===== config.mk =====
export PLATFORM = sky130hd
export DESIGN_NAME = decode_queue
export DESIGN_NICKNAME = d
export VERILOG_FILES = /design/src/rtl/decode_pkg.sv /design/src/rtl/imm_gen.sv /design/src/rtl/decode_queue.sv
export SDC_FILE = /design/constraint.sdc
export NUM_CORES = 1
export LEC_CHECK = 0
export CORE_UTILIZATION = 42
export CTS_BUF_LIST = sky130_fd_sc_hd__clkbuf_4 sky130_fd_sc_hd__clkbuf_8
export DETAILED_ROUTE_END_ITERATION = 6
export PLACE_DENSITY = 0.67
export RECOVER_POWER = 25
export SLEW_MARGIN = 25
export SYNTH_ARGS = -nofsm -noshare
export SYNTH_HDL_FRONTEND = slang
export SYNTH_HIERARCHICAL = 1
export SYNTH_SLANG_ARGS = --single-unit

===== constraint.sdc =====
create_clock -name clk -period 6.22 [get_ports clk]
set_clock_uncertainty 0.1 [all_clocks]
set_input_delay 0.622 -clock clk [delete_from_list [all_inputs] [get_ports clk]]
set_output_delay 0.622 -clock clk [all_outputs]
set_load 0.01 [all_outputs]

===== src/rtl/decode_pkg.sv =====
// Shared decode definitions: opcode constants, immediate-type enum,
// stored decode bundle and small classification helpers.
package decode_pkg;

    localparam logic [4:0] OP_LOAD     = 5'b00000;
    localparam logic [4:0] OP_MISC_MEM = 5'b00011;
    localparam logic [4:0] OP_IMM      = 5'b00100;
    localparam logic [4:0] OP_AUIPC    = 5'b00101;
    localparam logic [4:0] OP_STORE    = 5'b01000;
    localparam logic [4:0] OP_OP       = 5'b01100;
    localparam logic [4:0] OP_LUI      = 5'b01101;
    localparam logic [4:0] OP_BRANCH   = 5'b11000;
    localparam logic [4:0] OP_JALR     = 5'b11001;
    localparam logic [4:0] OP_JAL      = 5'b11011;
    localparam logic [4:0] OP_SYSTEM   = 5'b11100;

    typedef enum logic [2:0] {
        IMM_R,
        IMM_I,
        IMM_S,
        IMM_B,
        IMM_U,
        IMM_J
    } imm_type_e;

    // Register/function fields kept per entry; imm and pc are stored
    // alongside because their widths are parameters of the queue.
    typedef struct packed {
        logic [4:0] opcode;
        logic [2:0] func3;
        logic [6:0] func7;
        logic [4:0] rs1;
        logic [4:0] rs2;
        logic [4:0] rd;
    } dec_bundle_t;

    // Immediate format implied by the major opcode (IMM_R means no immediate).
    function automatic imm_type_e imm_type_of(input logic [4:0] op);
        imm_type_e t;
        case (op)
            OP_LOAD, OP_IMM, OP_JALR, OP_SYSTEM: t = IMM_I;
            OP_STORE:                            t = IMM_S;
            OP_BRANCH:                           t = IMM_B;
            OP_LUI, OP_AUIPC:                    t = IMM_U;
            OP_JAL:                              t = IMM_J;
            default:                             t = IMM_R;
        endcase
        return t;
    endfunction

    // Non-32-bit encodings and unsupported major opcodes are illegal.
    function automatic logic is_illegal(input logic [31:0] inst);
        logic known;
        case (inst[6:2])
            OP_LOAD, OP_MISC_MEM, OP_IMM, OP_AUIPC, OP_STORE, OP_OP,
            OP_LUI, OP_BRANCH, OP_JALR, OP_JAL, OP_SYSTEM: known = 1'b1;
            default:                                       known = 1'b0;
        endcase
        return (inst[1:0] != 2'b11) || !known;
    endfunction

endpackage


===== src/rtl/imm_gen.sv =====
// Combinational RISC-V immediate generator, sign-extended from inst[31] to XLEN.
module imm_gen
    import decode_pkg::*;
#(
    parameter int unsigned XLEN = 32
) (
    input  logic [31:0]     inst,
    output logic [XLEN-1:0] imm
);

    logic [31:0] imm32;
    logic        unused_len_bits;

    assign unused_len_bits = ^inst[1:0];

    // Assemble the 32-bit immediate for the format selected by the opcode.
    always_comb begin
        imm32 = '0;
        case (imm_type_of(inst[6:2]))
            IMM_I:   imm32 = {{20{inst[31]}}, inst[31:20]};
            IMM_S:   imm32 = {{20{inst[31]}}, inst[31:25], inst[11:7]};
            IMM_B:   imm32 = {{19{inst[31]}}, inst[31], inst[7], inst[30:25], inst[11:8], 1'b0};
            IMM_U:   imm32 = {inst[31:12], 12'b0};
            IMM_J:   imm32 = {{11{inst[31]}}, inst[31], inst[19:12], inst[20], inst[30:21], 1'b0};
            default: imm32 = '0;
        endcase
    end

    assign imm = XLEN'($signed(imm32));

endmodule


===== src/rtl/decode_queue.sv =====
// Decode-at-enqueue instruction queue between fetch and issue.
// Optional feature: define DEC_ILLEGAL_CHK_EN to store and report an
// illegal-instruction flag per entry; otherwise dc_illegal is tied low.
module decode_queue
    import decode_pkg::*;
#(
    parameter int unsigned XLEN  = 32,
    parameter int unsigned PC_W  = 32,
    parameter int unsigned DEPTH = 2
) (
    input  logic                       clk,
    input  logic                       rst_n,
    input  logic                       flush,
    input  logic                       if_valid,
    output logic                       if_ready,
    input  logic [31:0]                if_inst,
    input  logic [PC_W-1:0]            if_pc,
    output logic                       dc_valid,
    input  logic                       dc_ready,
    output logic [4:0]                 dc_opcode,
    output logic [2:0]                 dc_func3,
    output logic [4:0]                 dc_func5,
    output logic [6:0]                 dc_func7,
    output logic [4:0]                 dc_rs1_index,
    output logic [4:0]                 dc_rs2_index,
    output logic [4:0]                 dc_rd_index,
    output logic [XLEN-1:0]            dc_imm,
    output logic [PC_W-1:0]            dc_pc,
    output logic                       dc_illegal,
    output logic [$clog2(DEPTH):0]     dc_count
);

    localparam int unsigned AW = $clog2(DEPTH);
    localparam int unsigned CW = AW + 1;

    logic [AW-1:0] wr_ptr_q, wr_ptr_d;
    logic [AW-1:0] rd_ptr_q, rd_ptr_d;
    logic [CW-1:0] count_q,  count_d;

    dec_bundle_t     bundle_q [DEPTH];
    logic [XLEN-1:0] imm_q    [DEPTH];
    logic [PC_W-1:0] pc_q     [DEPTH];

    dec_bundle_t     bundle_in;
    logic [XLEN-1:0] imm_in;
    logic            full;
    logic            push;
    logic            pop;

    imm_gen #(.XLEN(XLEN)) u_imm_gen (
        .inst (if_inst),
        .imm  (imm_in)
    );

    // Field extraction for the incoming instruction.
    always_comb begin
        bundle_in        = '0;
        bundle_in.opcode = if_inst[6:2];
        bundle_in.func3  = if_inst[14:12];
        bundle_in.func7  = if_inst[31:25];
        bundle_in.rs1    = if_inst[19:15];
        bundle_in.rs2    = if_inst[24:20];
        bundle_in.rd     = if_inst[11:7];
    end

    assign full     = (count_q == CW'(DEPTH));
    assign if_ready = !full && !flush;
    assign dc_valid = (count_q != '0);
    assign push     = if_valid && if_ready;
    assign pop      = dc_valid && dc_ready && !flush;
    assign dc_count = count_q;

    // Pointer and occupancy next state; flush overrides push and pop.
    always_comb begin
        wr_ptr_d = wr_ptr_q;
        rd_ptr_d = rd_ptr_q;
        count_d  = count_q;
        if (flush) begin
            wr_ptr_d = '0;
            rd_ptr_d = '0;
            count_d  = '0;
        end else begin
            if (push) wr_ptr_d = wr_ptr_q + AW'(1);
            if (pop)  rd_ptr_d = rd_ptr_q + AW'(1);
            case ({push, pop})
                2'b10:   count_d = count_q + CW'(1);
                2'b01:   count_d = count_q - CW'(1);
                default: count_d = count_q;
            endcase
        end
    end

    // Control state registers.
    always_ff @(posedge clk) begin
        if (!rst_n) begin
            wr_ptr_q <= '0;
            rd_ptr_q <= '0;
            count_q  <= '0;
        end else begin
            wr_ptr_q <= wr_ptr_d;
            rd_ptr_q <= rd_ptr_d;
            count_q  <= count_d;
        end
    end

    // Entry storage, written with the decoded bundle on push.
    always_ff @(posedge clk) begin
        if (!rst_n) begin
            for (int i = 0; i < DEPTH; i++) begin
                bundle_q[i] <= '0;
                imm_q[i]    <= '0;
                pc_q[i]     <= '0;
            end
        end else if (push) begin
            bundle_q[wr_ptr_q] <= bundle_in;
            imm_q[wr_ptr_q]    <= imm_in;
            pc_q[wr_ptr_q]     <= if_pc;
        end
    end

`ifdef DEC_ILLEGAL_CHK_EN
    logic illegal_q [DEPTH];

    // Illegal flag computed at push and kept with its entry.
    always_ff @(posedge clk) begin
        if (!rst_n) begin
            for (int i = 0; i < DEPTH; i++) illegal_q[i] <= 1'b0;
        end else if (push) begin
            illegal_q[wr_ptr_q] <= is_illegal(if_inst);
        end
    end

    assign dc_illegal = dc_valid && illegal_q[rd_ptr_q];
`else
    assign dc_illegal = 1'b0;
`endif

    // Head entry presentation, zeroed while the queue is empty.
    always_comb begin
        dc_opcode    = '0;
        dc_func3     = '0;
        dc_func5     = '0;
        dc_func7     = '0;
        dc_rs1_index = '0;
        dc_rs2_index = '0;
        dc_rd_index  = '0;
        dc_imm       = '0;
        dc_pc        = '0;
        if (dc_valid) begin
            dc_opcode    = bundle_q[rd_ptr_q].opcode;
            dc_func3     = bundle_q[rd_ptr_q].func3;
            dc_func5     = bundle_q[rd_ptr_q].func7[6:2];
            dc_func7     = bundle_q[rd_ptr_q].func7;
            dc_rs1_index = bundle_q[rd_ptr_q].rs1;
            dc_rs2_index = bundle_q[rd_ptr_q].rs2;
            dc_rd_index  = bundle_q[rd_ptr_q].rd;
            dc_imm       = imm_q[rd_ptr_q];
            dc_pc        = pc_q[rd_ptr_q];
        end
    end

endmodule


==> parameters.txt <==
Parameter                              Value

Clocking
  Clock tree from TritonCTS ... done
  Post-CTS setup buffer count ... 0
  Deepest clock path buffer count ... 2
  Clk slew on worst S/H paths ... 0.10 ns
  Library cell used as clock root buffer ... sky130_fd_sc_hd__clkbuf_8
  Post-CTS Resized ... 0
  Number of hold buffers added after cts ... 0
  Number of levels the H-tree was split into ... 4
  Clk sinks ... 193
  TritonCTS Buffers ... 17
  Clk Latency, worst-skew pair ... 0.45 ns

Synth
  Most frequent cells after synthesis ... 293 x sky130_fd_sc_hd__nor2_1, 188 x sky130_fd_sc_hd__edfxtp_1, 111 x sky130_fd_sc_hd__nand2_1
  Share of synthesized flip-flops with an asynchronous set or reset ... 0%
  Mapped Nets ... 895
  Register bit count reported by yosys ... 193
  Distinct cell type count of the synthesized netlist ... 34
  Cell Area, Synth ... 9060 sq um
  Number of enable-type register cells in the synthesized netlist ... 188
  Yosys top cell area share ... 62.3%
  Leading cell types by total area after synthesis ... sky130_fd_sc_hd__edfxtp_1 62%, sky130_fd_sc_hd__nor2_1 12%, sky130_fd_sc_hd__mux2i_1 10%
  Yosys warning count ... 6
  Most frequent cell after synthesis ... sky130_fd_sc_hd__nor2_1
  Avg Cell Area, Syn ... 11.0 sq um
  Top FF cell, synth ... sky130_fd_sc_hd__edfxtp_1
  Area leader, netlist ... sky130_fd_sc_hd__edfxtp_1
  Post-synthesis sequential area ratio ... 63.4%
  Post-synthesis cell count ... 825

Global routing
  Overflow left after global routing ... 0
  Global-route wire length before repair ... 32.2 mm
  Most used routing layer in global routing ... met2
  Global-route met2 utilization ... 30.9%
  Vias in the first global route ... 5,755
  Met1 Resource Use GR ... 26.3%
  Overall fraction of global-route tracks in use ... 19.3%
  Maximum number of pins on one net before global-route repair ... 96
  Global-route track usage on met3 ... 4.59%
  Antenna violations before repair ... 0

Cells and area
  Diodes inserted ... 0
  Post-layout nets ... 1,025
  Share of layout cells above drive strength 1 ... 4.86%
  Area growth from synthesis to layout ... 23.5%
  Fill cells ... 1,873

Floorplan
  Floorplan die area ... 22,200 sq um
  Starting Density ... 43.0%
  Number of placement rows ... 53
  Area of the placeable core ... 21,100 sq um
  Die Y-Extent ... 149 um
  Horiz. Die Dim ... 149 um
  Ports ... 173

Worst setup path
  Critical path startpoint category ... primary input
  Critical path data required time ... 6.50 ns
  Arrival time of the worst setup path ... 5.00 ns
  Worst Setup End Kind ... register
  Crit Path Class ... in -> reg
  Worst-case reg-to-reg path depth ... 4
  Top fanout value on the critical path ... 77

STA
  Sum Neg Setup Slack ... 0 ns
  Final setup vio count ... 0
  Peak clock frequency supported by timing ... 0.212 GHz
  Fin. max-slew vios ... 157
  Final critical-path setup slack ... 1.50 ns
  Final Hold Fails ... 0
  Tightest Pin Transition ... 3.69 ns
  Final worst-path cycle share ... 75.9%
  RSZ-0062 raised after global routing ... false
  Slew margin rel. ... -146%
  Final critical delay including setup and external delays ... 4.72 ns

Pwr
  Relative contribution of sequential cells to total power ... 59.1%
  Switching share of total power ... 25.8%
  Clock power frac ... 30.7%
  Combinational share of power ... 10.2%
  Peak ir drop on the vdd network ... 0.120 mV
  Power dissipated by switching net loads ... 658 uW
  Design Power ... 2550 uW
  Internal power summed over all cells ... 1900 uW
  Power per cell area ... 228 nW/um^2
  Lkg Pwr ... 0.00373 uW

Flow run
  Total of max-cap violations ... 2

Placed design
  Detailed placer's ending HPWL ... 12.8 mm
  Global placer's final weighted congestion ... 0.765
  IO buf count ... 169
  Pre-CTS WS ... 2.54 ns

Routing
  DRC violations left ... 2
  Initial DRT Pass Iterations ... 7
  Iteration-0 DRC Markers ... 509
  Vias ... 6,255
  Detailed-route wire length per cell ... 17.0 um
  Count of nets left with antenna violations after detail routing ... 0
  Routed via count divided by cell count ... 5.03
  Total Wirelength ... 21.1 mm

Worst hold path
  Cell depth of the worst min-delay path ... 2
  Classification of the worst-slack hold path ... reg -> reg

Outcome
  Violations in the final reports ... design-rule violations, max-capacitance violations, max-slew violations
  Result of the run ... finished with violations
metal layers:
metal | vias up | part of all wire [%]
li1 | 3036 | -
met1 | 3015 | 44
met2 | 186 | 49
met3 | 18 | 5.8
met4 | 0 | 1.4
met5 | - | 0
registers in the layout (all words and copies together), names as in the netlist, named ones only:
| signal | flops |
|---|---|
| bundle_q | 60 |
| pc_q | 64 |
| rd_ptr_q | 1 |
| dc_count | 2 |
| imm_q | 64 |
| wr_ptr_q | 1 |
area by class of cell:
class,instances,area [sq um],area share (%)
clock inverter,15,146,1.31
inverter,4,15.0,0.134
multi-input combinational,563,2960,26.5
tap,275,344,3.08
clock buffer,17,234,2.09
timing repair buffer,176,1740,15.5
sequential,193,5750,51.4
per-stage QoR:
step	instance area, sq um	utilization (%)	hold slack, ns	instances
after floorplan	9060	-	0.357	825
after global placement	10800	51.3	0.380	1211
after detailed placement	10800	51.4	0.387	1211
after CTS	11200	53.2	0.399	1243
after global routing	11200	53.1	0.422	1243
final	11200	53.1	0.393	1243
critical path: stages:
cell	delay [ns]
sky130_fd_sc_hd__clkbuf_1	0.84
sky130_fd_sc_hd__clkbuf_1	2.66
sky130_fd_sc_hd__nand2b_1	0.58
sky130_fd_sc_hd__a21oi_1	0.28
power by group through the flow:
stage / Combinational, uW / Clock (uW) / Sequential [uW]
5_1_grt: 285 / 850 / 1520
2_1_floorplan: 144 / 0 / 1540
4_1_cts: 264 / 800 / 1510
6_report: 260 / 784 / 1510
3_3_place_gp: 261 / 0 / 1540
3_5_place_dp: 263 / 0 / 1540
kinds of logic after synthesis:
family	after synthesis	synth area share, %
simple gates	422	18.2
flops	193	63.4
mux	94	10.4
buf+inv	69	4.09
compound gates	41	3.38
xor+xnor	4	0.387
fa+ha+maj	1	0.138
other cells	1	0.0414
path summary, 6_finish.rpt:
path	start	endpoint	slack, ns
worst min-delay path	wr_ptr_q	wr_ptr_q	0.39
worst max register to register	dc_count[1]	pc_q[0][0]	2.00
worst min register to register	wr_ptr_q	wr_ptr_q	0.39
worst max-delay path	rst_n	dc_count[1]	1.50
cells in the final DEF, fill, tap and decap left out, types with 3 or more instances in the layout:
cell type / n
sky130_fd_sc_hd__a21o_1: 8
sky130_fd_sc_hd__nor2_1: 292
sky130_fd_sc_hd__dfxtp_1: 4
sky130_fd_sc_hd__o21ai_0: 15
sky130_fd_sc_hd__inv_1: 3
sky130_fd_sc_hd__a22o_1: 5
sky130_fd_sc_hd__nor2b_1: 8
sky130_fd_sc_hd__edfxtp_1: 188
sky130_fd_sc_hd__nand2b_1: 4
sky130_fd_sc_hd__clkdlybuf4s50_1: 166
sky130_fd_sc_hd__nand2_1: 109
sky130_fd_sc_hd__clkinv_4: 4
sky130_fd_sc_hd__clkbuf_8: 17
sky130_fd_sc_hd__a21oi_1: 4
sky130_fd_sc_hd__mux2i_1: 94
sky130_fd_sc_hd__buf_4: 5
sky130_fd_sc_hd__inv_6: 5
(Power assumes the default switching activity.)
